`src/rtl/scan_ctrl.sv`:
```
// ---------------------------------------------------------------------------
// scan_ctrl
//
// Sequencing controller for the 8-digit seven-segment scan datapath.
//
// A 16-bit display write is accepted from one of two requesters: the CPU
// memory-mapped IO path or the debug/switch source. When both request at
// once, the grant alternates between them. The granted binary value goes
// through a sequential double-dabble engine, one bit per cycle. The
// resulting five BCD digits are loaded into bcd_out together with
// leading-zero blank flags. Independently of the conversion, a prescaler
// steps the scanned digit index so the segment decoder/driver can show one
// digit per refresh slot.
//
// Parameters
//   REFRESH_DIV  scan_clk cycles per digit slot (2 .. 2^24-1)
//   NUM_DIGITS   number of active digits scanned (1 .. 5)
//
// Ports
//   scan_clk     clock
//   scan_rst     asynchronous active-high reset
//   cpu_req      CPU write request, level, held until cpu_ack
//   cpu_wdata    CPU write value (unsigned)
//   dbg_req      debug write request, level, held until dbg_ack
//   dbg_wdata    debug write value (unsigned)
//   disp_en      0 blanks every digit
//   cpu_ack      one-cycle grant pulse to the CPU
//   dbg_ack      one-cycle grant pulse to debug
//   busy         conversion in progress
//   done         one-cycle pulse when bcd_out updates
//   bcd_out      five BCD digits, [3:0] units .. [19:16] ten-thousands
//   blank        per-digit leading-zero blank flags
//   digit_idx    currently scanned digit
//   digit_sel    one-hot digit select (bit digit_idx set)
//   digit_bcd    bcd_out nibble for digit_idx (combinational)
//   digit_blank  blank[digit_idx] OR ~disp_en (combinational)
// ---------------------------------------------------------------------------
module scan_ctrl #(
    parameter int REFRESH_DIV = 200000,
    parameter int NUM_DIGITS  = 5
) (
    input  logic        scan_clk,
    input  logic        scan_rst,
    input  logic        cpu_req,
    input  logic [15:0] cpu_wdata,
    input  logic        dbg_req,
    input  logic [15:0] dbg_wdata,
    input  logic        disp_en,
    output logic        cpu_ack,
    output logic        dbg_ack,
    output logic        busy,
    output logic        done,
    output logic [19:0] bcd_out,
    output logic [4:0]  blank,
    output logic [2:0]  digit_idx,
    output logic [7:0]  digit_sel,
    output logic [3:0]  digit_bcd,
    output logic        digit_blank
);

    typedef enum logic [1:0] {
        IDLE = 2'd0,
        CONV = 2'd1,
        LOAD = 2'd2
    } state_t;

    typedef enum logic {
        GNT_CPU = 1'b0,
        GNT_DBG = 1'b1
    } grant_t;

    localparam logic [23:0] PRESCALE_MAX = 24'(REFRESH_DIV - 1);
    localparam logic [2:0]  LAST_DIGIT   = 3'(NUM_DIGITS - 1);
    localparam logic [3:0]  LAST_ITER    = 4'd15;
    localparam logic [4:0]  BLANK_RESET  = 5'b11110;

    state_t      state_q, state_d;
    grant_t      lastGrant_q, lastGrant_d;
    logic [15:0] binShift_q, binShift_d;
    logic [19:0] bcdAcc_q, bcdAcc_d;
    logic [3:0]  iterCnt_q, iterCnt_d;
    logic        cpuAck_q, cpuAck_d;
    logic        dbgAck_q, dbgAck_d;
    logic        busy_q, busy_d;
    logic        done_q, done_d;
    logic [19:0] bcdOut_q, bcdOut_d;
    logic [4:0]  blank_q, blank_d;

    logic [23:0] prescale_q, prescale_d;
    logic [2:0]  digitIdx_q, digitIdx_d;
    logic [7:0]  digitSel_q, digitSel_d;

    logic        grantCpu;
    logic        grantDbg;
    logic [19:0] bcdAdj;

    // Double-dabble correction step: every BCD nibble of 5 or more gets +3
    // so that the following left shift carries correctly into the next
    // decimal digit.
    function automatic logic [19:0] addThree(input logic [19:0] v);
        logic [19:0] r;
        r = v;
        for (int n = 0; n < 5; n++) begin
            if (v[4*n +: 4] >= 4'd5) begin
                r[4*n +: 4] = v[4*n +: 4] + 4'd3;
            end
        end
        return r;
    endfunction

    // Leading-zero blanking. Walking down from the most significant digit,
    // a digit is blanked while every nibble at or above it is zero. Digit 0
    // is never blanked so a value of zero still shows "0". Digits beyond
    // the active count are always blanked.
    function automatic logic [4:0] calcBlank(input logic [19:0] v);
        logic [4:0] b;
        logic       zeroAbove;
        b         = 5'b00000;
        zeroAbove = 1'b1;
        for (int k = 4; k >= 1; k--) begin
            zeroAbove = zeroAbove & (v[4*k +: 4] == 4'd0);
            b[k]      = zeroAbove | (k >= NUM_DIGITS);
        end
        return b;
    endfunction

    // Round-robin arbitration. A lone requester always wins; on a tie the
    // requester that was not granted last wins. lastGrant resets to debug,
    // so the CPU wins the first tie after reset.
    always_comb begin
        grantCpu = cpu_req & (~dbg_req | (lastGrant_q == GNT_DBG));
        grantDbg = dbg_req & ~grantCpu;
    end

    // Controller next-state logic. IDLE latches the granted write and
    // pulses the ack, CONV runs one double-dabble iteration per cycle for
    // 16 cycles, and LOAD publishes the result. Requests arriving outside
    // IDLE are simply left pending until the FSM gets back there.
    always_comb begin
        state_d     = state_q;
        lastGrant_d = lastGrant_q;
        binShift_d  = binShift_q;
        bcdAcc_d    = bcdAcc_q;
        iterCnt_d   = iterCnt_q;
        cpuAck_d    = 1'b0;
        dbgAck_d    = 1'b0;
        busy_d      = busy_q;
        done_d      = 1'b0;
        bcdOut_d    = bcdOut_q;
        blank_d     = blank_q;
        bcdAdj      = addThree(bcdAcc_q);

        case (state_q)
            IDLE: begin
                if (cpu_req || dbg_req) begin
                    state_d     = CONV;
                    binShift_d  = grantCpu ? cpu_wdata : dbg_wdata;
                    bcdAcc_d    = 20'h00000;
                    iterCnt_d   = 4'd0;
                    cpuAck_d    = grantCpu;
                    dbgAck_d    = grantDbg;
                    lastGrant_d = grantCpu ? GNT_CPU : GNT_DBG;
                    busy_d      = 1'b1;
                end
            end

            CONV: begin
                {bcdAcc_d, binShift_d} = {bcdAdj[18:0], binShift_q, 1'b0};
                iterCnt_d              = iterCnt_q + 4'd1;
                if (iterCnt_q == LAST_ITER) begin
                    state_d = LOAD;
                end
            end

            LOAD: begin
                bcdOut_d = bcdAcc_q;
                blank_d  = calcBlank(bcdAcc_q);
                done_d   = 1'b1;
                busy_d   = 1'b0;
                state_d  = IDLE;
            end

            default: begin
                state_d = IDLE;
                busy_d  = 1'b0;
            end
        endcase
    end

    // Controller state register. Reset discards any conversion in flight
    // and restores the display to a single "0".
    always_ff @(posedge scan_clk or posedge scan_rst) begin
        if (scan_rst) begin
            state_q     <= IDLE;
            lastGrant_q <= GNT_DBG;
            binShift_q  <= 16'h0000;
            bcdAcc_q    <= 20'h00000;
            iterCnt_q   <= 4'd0;
            cpuAck_q    <= 1'b0;
            dbgAck_q    <= 1'b0;
            busy_q      <= 1'b0;
            done_q      <= 1'b0;
            bcdOut_q    <= 20'h00000;
            blank_q     <= BLANK_RESET;
        end else begin
            state_q     <= state_d;
            lastGrant_q <= lastGrant_d;
            binShift_q  <= binShift_d;
            bcdAcc_q    <= bcdAcc_d;
            iterCnt_q   <= iterCnt_d;
            cpuAck_q    <= cpuAck_d;
            dbgAck_q    <= dbgAck_d;
            busy_q      <= busy_d;
            done_q      <= done_d;
            bcdOut_q    <= bcdOut_d;
            blank_q     <= blank_d;
        end
    end

    // Refresh schedule. The prescaler counts 0..REFRESH_DIV-1 and the digit
    // index advances on each wrap, so every digit owns exactly REFRESH_DIV
    // cycles. The select is kept registered alongside the index so the
    // driver sees a glitch-free one-hot code.
    always_comb begin
        prescale_d = prescale_q + 24'd1;
        digitIdx_d = digitIdx_q;
        digitSel_d = digitSel_q;
        if (prescale_q == PRESCALE_MAX) begin
            prescale_d = 24'd0;
            digitIdx_d = (digitIdx_q == LAST_DIGIT) ? 3'd0 : digitIdx_q + 3'd1;
            digitSel_d = 8'h01 << digitIdx_d;
        end
    end

    // Refresh registers. They run regardless of the controller state.
    always_ff @(posedge scan_clk or posedge scan_rst) begin
        if (scan_rst) begin
            prescale_q <= 24'd0;
            digitIdx_q <= 3'd0;
            digitSel_q <= 8'h01;
        end else begin
            prescale_q <= prescale_d;
            digitIdx_q <= digitIdx_d;
            digitSel_q <= digitSel_d;
        end
    end

    // Digit mux toward the segment decoder. It is combinational so that a
    // new bcd_out shows up immediately within the current slot.
    always_comb begin
        case (digitIdx_q)
            3'd0: begin
                digit_bcd   = bcdOut_q[3:0];
                digit_blank = blank_q[0] | ~disp_en;
            end
            3'd1: begin
                digit_bcd   = bcdOut_q[7:4];
                digit_blank = blank_q[1] | ~disp_en;
            end
            3'd2: begin
                digit_bcd   = bcdOut_q[11:8];
                digit_blank = blank_q[2] | ~disp_en;
            end
            3'd3: begin
                digit_bcd   = bcdOut_q[15:12];
                digit_blank = blank_q[3] | ~disp_en;
            end
            3'd4: begin
                digit_bcd   = bcdOut_q[19:16];
                digit_blank = blank_q[4] | ~disp_en;
            end
            default: begin
                digit_bcd   = 4'h0;
                digit_blank = 1'b1;
            end
        endcase
    end

    assign cpu_ack   = cpuAck_q;
    assign dbg_ack   = dbgAck_q;
    assign busy      = busy_q;
    assign done      = done_q;
    assign bcd_out   = bcdOut_q;
    assign blank     = blank_q;
    assign digit_idx = digitIdx_q;
    assign digit_sel = digitSel_q;

endmodule

```
`config.mk`:
```
export PLATFORM = sky130hd
export DESIGN_NAME = scan_ctrl
export DESIGN_NICKNAME = d
export VERILOG_FILES = /design/src/rtl/scan_ctrl.sv
export SDC_FILE = /design/constraint.sdc
export NUM_CORES = 1
export LEC_CHECK = 0
export ABC_AREA = 1
export CORE_MARGIN = 2
export CORE_UTILIZATION = 55
export DETAILED_ROUTE_END_ITERATION = 8
export MAX_ROUTING_LAYER = met4
export PLACE_DENSITY = 0.82
export SETUP_SLACK_MARGIN = 0.15
export SLEW_MARGIN = 15
export SYNTH_ARGS = -nofsm -noshare
export SYNTH_HDL_FRONTEND = slang
export SYNTH_SLANG_ARGS = --single-unit
```
`constraint.sdc`:
```
create_clock -name scan_clk -period 3.7 [get_ports scan_clk]
set_clock_uncertainty 0.1 [all_clocks]
set_input_delay 0.555 -clock scan_clk [delete_from_list [all_inputs] [get_ports scan_clk]]
set_output_delay 0.555 -clock scan_clk [all_outputs]
set_load 0.03 [all_outputs]
```
==> results.tsv <==
metric	value	unit
row count	36	
fin. max-slew vios	0	
Min-Delay Endpoint	digit_sel[0]	
vias in the first global route	4717	
Storage cell area	0.00266	mm^2
Final Hold Fails	0	
ys flop type	dfrtp_1	
Reg2Reg Setup Slack	1.54	ns
CTS tree	done	
multi-input combinational cell area	0.00252	mm^2
TNS Setup	0	ns
Initial Utilization	0.572	
commonest non-fill, non-tap cells in the layout	nand2_1 (228), dfrtp_1 (99), inv_1 (90), clkdlybuf4s50_1 (80), nor2_1 (65)	
Die Y-Extent	105	um
outcome	finished, final reports clean	
FFs w/ async S/R, synth	1.00	
YS warnings	0	
postcts setup bufs	0	
RR Startpoint	state_q[1]	
post-layout minimum cycle time	3.24	ns
f_max	309	MHz
# IOs	82	
drt via density	5.19	
Distinct cells, synth	36	
Worst Hold Depth	2	
Max VDD drop	0.511	mV
R2R depth	6	
Leakage	3.30	nW
gr usage total	0.243	
Avg Cell Area, Syn	7.91	um^2
cells after synthesis	714	
post-cts sizing count	0	
initial antenna violation count	0	
Seq/Total Area, Yosys	0.471	
Inserted Diodes	0	
CP Data Required Time	3.04	ns
final WL	12600	um
number of synthesized register bits	106	
Num CTS Buffers	9	
Pre-Repair DR Iteration Count	6	
most common cell after layout, fill and taps aside	nand2_1	
CTS Hold Bufs	0	
Final ANT Viol Nets	0	
power per cell area	631	mW/mm^2
DP Wirelength	9410	um
worst reg2reg endpoint	bcdAcc_q[2]	
area added between synthesis and finish	19.3	%
Setup Crit Path Kind	register to output port	
largest net degree at the start of global routing	69	
Worst-path clk slew	0.09	ns
synthesized area	0.00565	mm^2
DRT iter0 DRCs	241	
cell at the root of the clock tree	clkbuf_8	
worst-skew pair later-pin latency	0.37	ns
Worst Path Max Fanout	8	
first-pass GRT wire length	21500	um
worst slew pin tran	0.830	ns
final setup vio count	0	
H-tree Lvls	3	
Post-synth EDFFs	0	
Vias	4823	
Hold Crit Class	register to register	
CTS sink count	106	
full die area	0.0111	mm^2
Util after Layout	0.683	
core area	0.00986	mm^2
drc violations	0	
unrepaired setup endpoints after global routing	no	
fin nets	848	
DR WL/cell	13.5	um
CP Launch Type	register	
hold wc startpoint	digit_sel[0]	
Slew HR	0.447	
die span in x	105	um
Port Buffers	80	
Final Cycle Share	0.876	
RD Place Congestion	0.924	
# fillers	815	
share of cells above drive strength 1	0.0791	
clk buf depth	2	
Max Cap Viol	0	
GRT overflow	0	
WP data arrival	2.59	ns
Mapped Nets	771	
CP Capture Type	output port	
-- critical path: stages (launching register included) --
cell	delay [ns]
dfrtp_2	0.45
inv_1	0.11
ha_1	0.23
nand2_1	0.09
inv_1	0.13
nor2_1	0.12
nand2_1	0.09
nor2_1	0.13
nand2_1	0.06
nand2_1	0.05
inv_1	0.03
nand2_1	0.05
clkdlybuf4s50_1	0.66
-- worst max-delay path by stage --
stage	from	to	slack (ns)	depth (start not counted)
floorplan	scan_rst	bcdAcc_q[0]	0.27	1
global placement	digit_idx[0]	digit_blank	0.92	12
detailed placement	digit_idx[0]	digit_blank	0.79	12
CTS	digit_idx[0]	digit_blank	0.37	12
global route	digit_idx[0]	digit_blank	0.24	12
finish	digit_idx[0]	digit_blank	0.46	12
-- per-stage QoR --
stage	setup slack [ns]	power, mW	cells	instance area [um^2]	hold WS, ns
6_report	0.459	4.25	929	6730	0.385
5_1_grt	0.237	4.55	929	6730	0.409
4_1_cts	0.366	4.27	929	6730	0.384
3_5_place_dp	0.786	3.54	913	6530	0.369
3_3_place_gp	0.915	3.44	913	6530	0.365
2_1_floorplan	0.266	3.02	714	5650	0.346
-- power by group --
group	total, mW	internal (mW)	switching (mW)
registers	1.72	1.48	0.236
logic	1.81	0.690	1.12
clock network	0.726	0.321	0.405
total	4.25	2.49	1.76
-- sequential cells by signal, summed over array words and instances, names as in the netlist --
name and cells:
prescale_q 24, done 1, cpu_ack 1, iterCnt_q 4
digit_sel 8, bcd_out 20, bcdAcc_q 20, binShift_q 16
blank 4, busy 1, digit_idx 3, lastGrant_q 1
state_q 2, dbg_ack 1
-- routing by layer --
metal  up-vias  part of all wire  track usage
met4         0             0.012       0.0629
li1       2412                 -            -
met5         -                 0            -
met1      2281              0.44        0.308
met2       118              0.51        0.406
met3        12             0.044       0.0433
-- synthesized netlist by cell type (3+ instances only) --
cell / count / share of area
buf_6: 4 / 0.0080
nand2_1: 228 / 0.15
buf_4: 3 / 0.0040
nand3_1: 43 / 0.038
nand4_1: 14 / 0.016
nor2_2: 3 / 0.0033
o21ai_1: 5 / 0.0044
inv_2: 6 / 0.0040
o211ai_1: 7 / 0.0093
dfstp_2: 6 / 0.028
dfrtp_1: 100 / 0.44
o21ai_0: 38 / 0.034
buf_2: 6 / 0.0053
o21ai_2: 17 / 0.026
nor3_1: 3 / 0.0027
a21oi_1: 12 / 0.011
xor2_1: 15 / 0.023
inv_1: 91 / 0.061
nor2_1: 65 / 0.043
o22ai_1: 4 / 0.0044
ha_1: 20 / 0.044
nand2_2: 5 / 0.0055
-- cell type report --
| class | instances | share of cell area |
|---|---|---|
| Tap cell | 133 | 0.0247 |
| Clock inverter | 6 | 0.0110 |
| Sequential cell | 106 | 0.395 |
| Clock buffer | 10 | 0.0190 |
| Timing Repair Buffer | 81 | 0.122 |
| Multi-Input combinational cell | 496 | 0.374 |
| Inverter | 97 | 0.0545 |
-- kinds of logic after synthesis --
group | Yosys count | share of synthesized area
AOI/OAI and AO/OA | 91 | 0.102
adders and majority gates | 20 | 0.0443
DFF | 106 | 0.471
and+or+nand+nor | 368 | 0.273
xor gates and xnor gates | 16 | 0.0248
buffers and inverters | 112 | 0.0831
other | 1 | 0.000664
No activity file was read; power rests on OpenSTA's default activity.
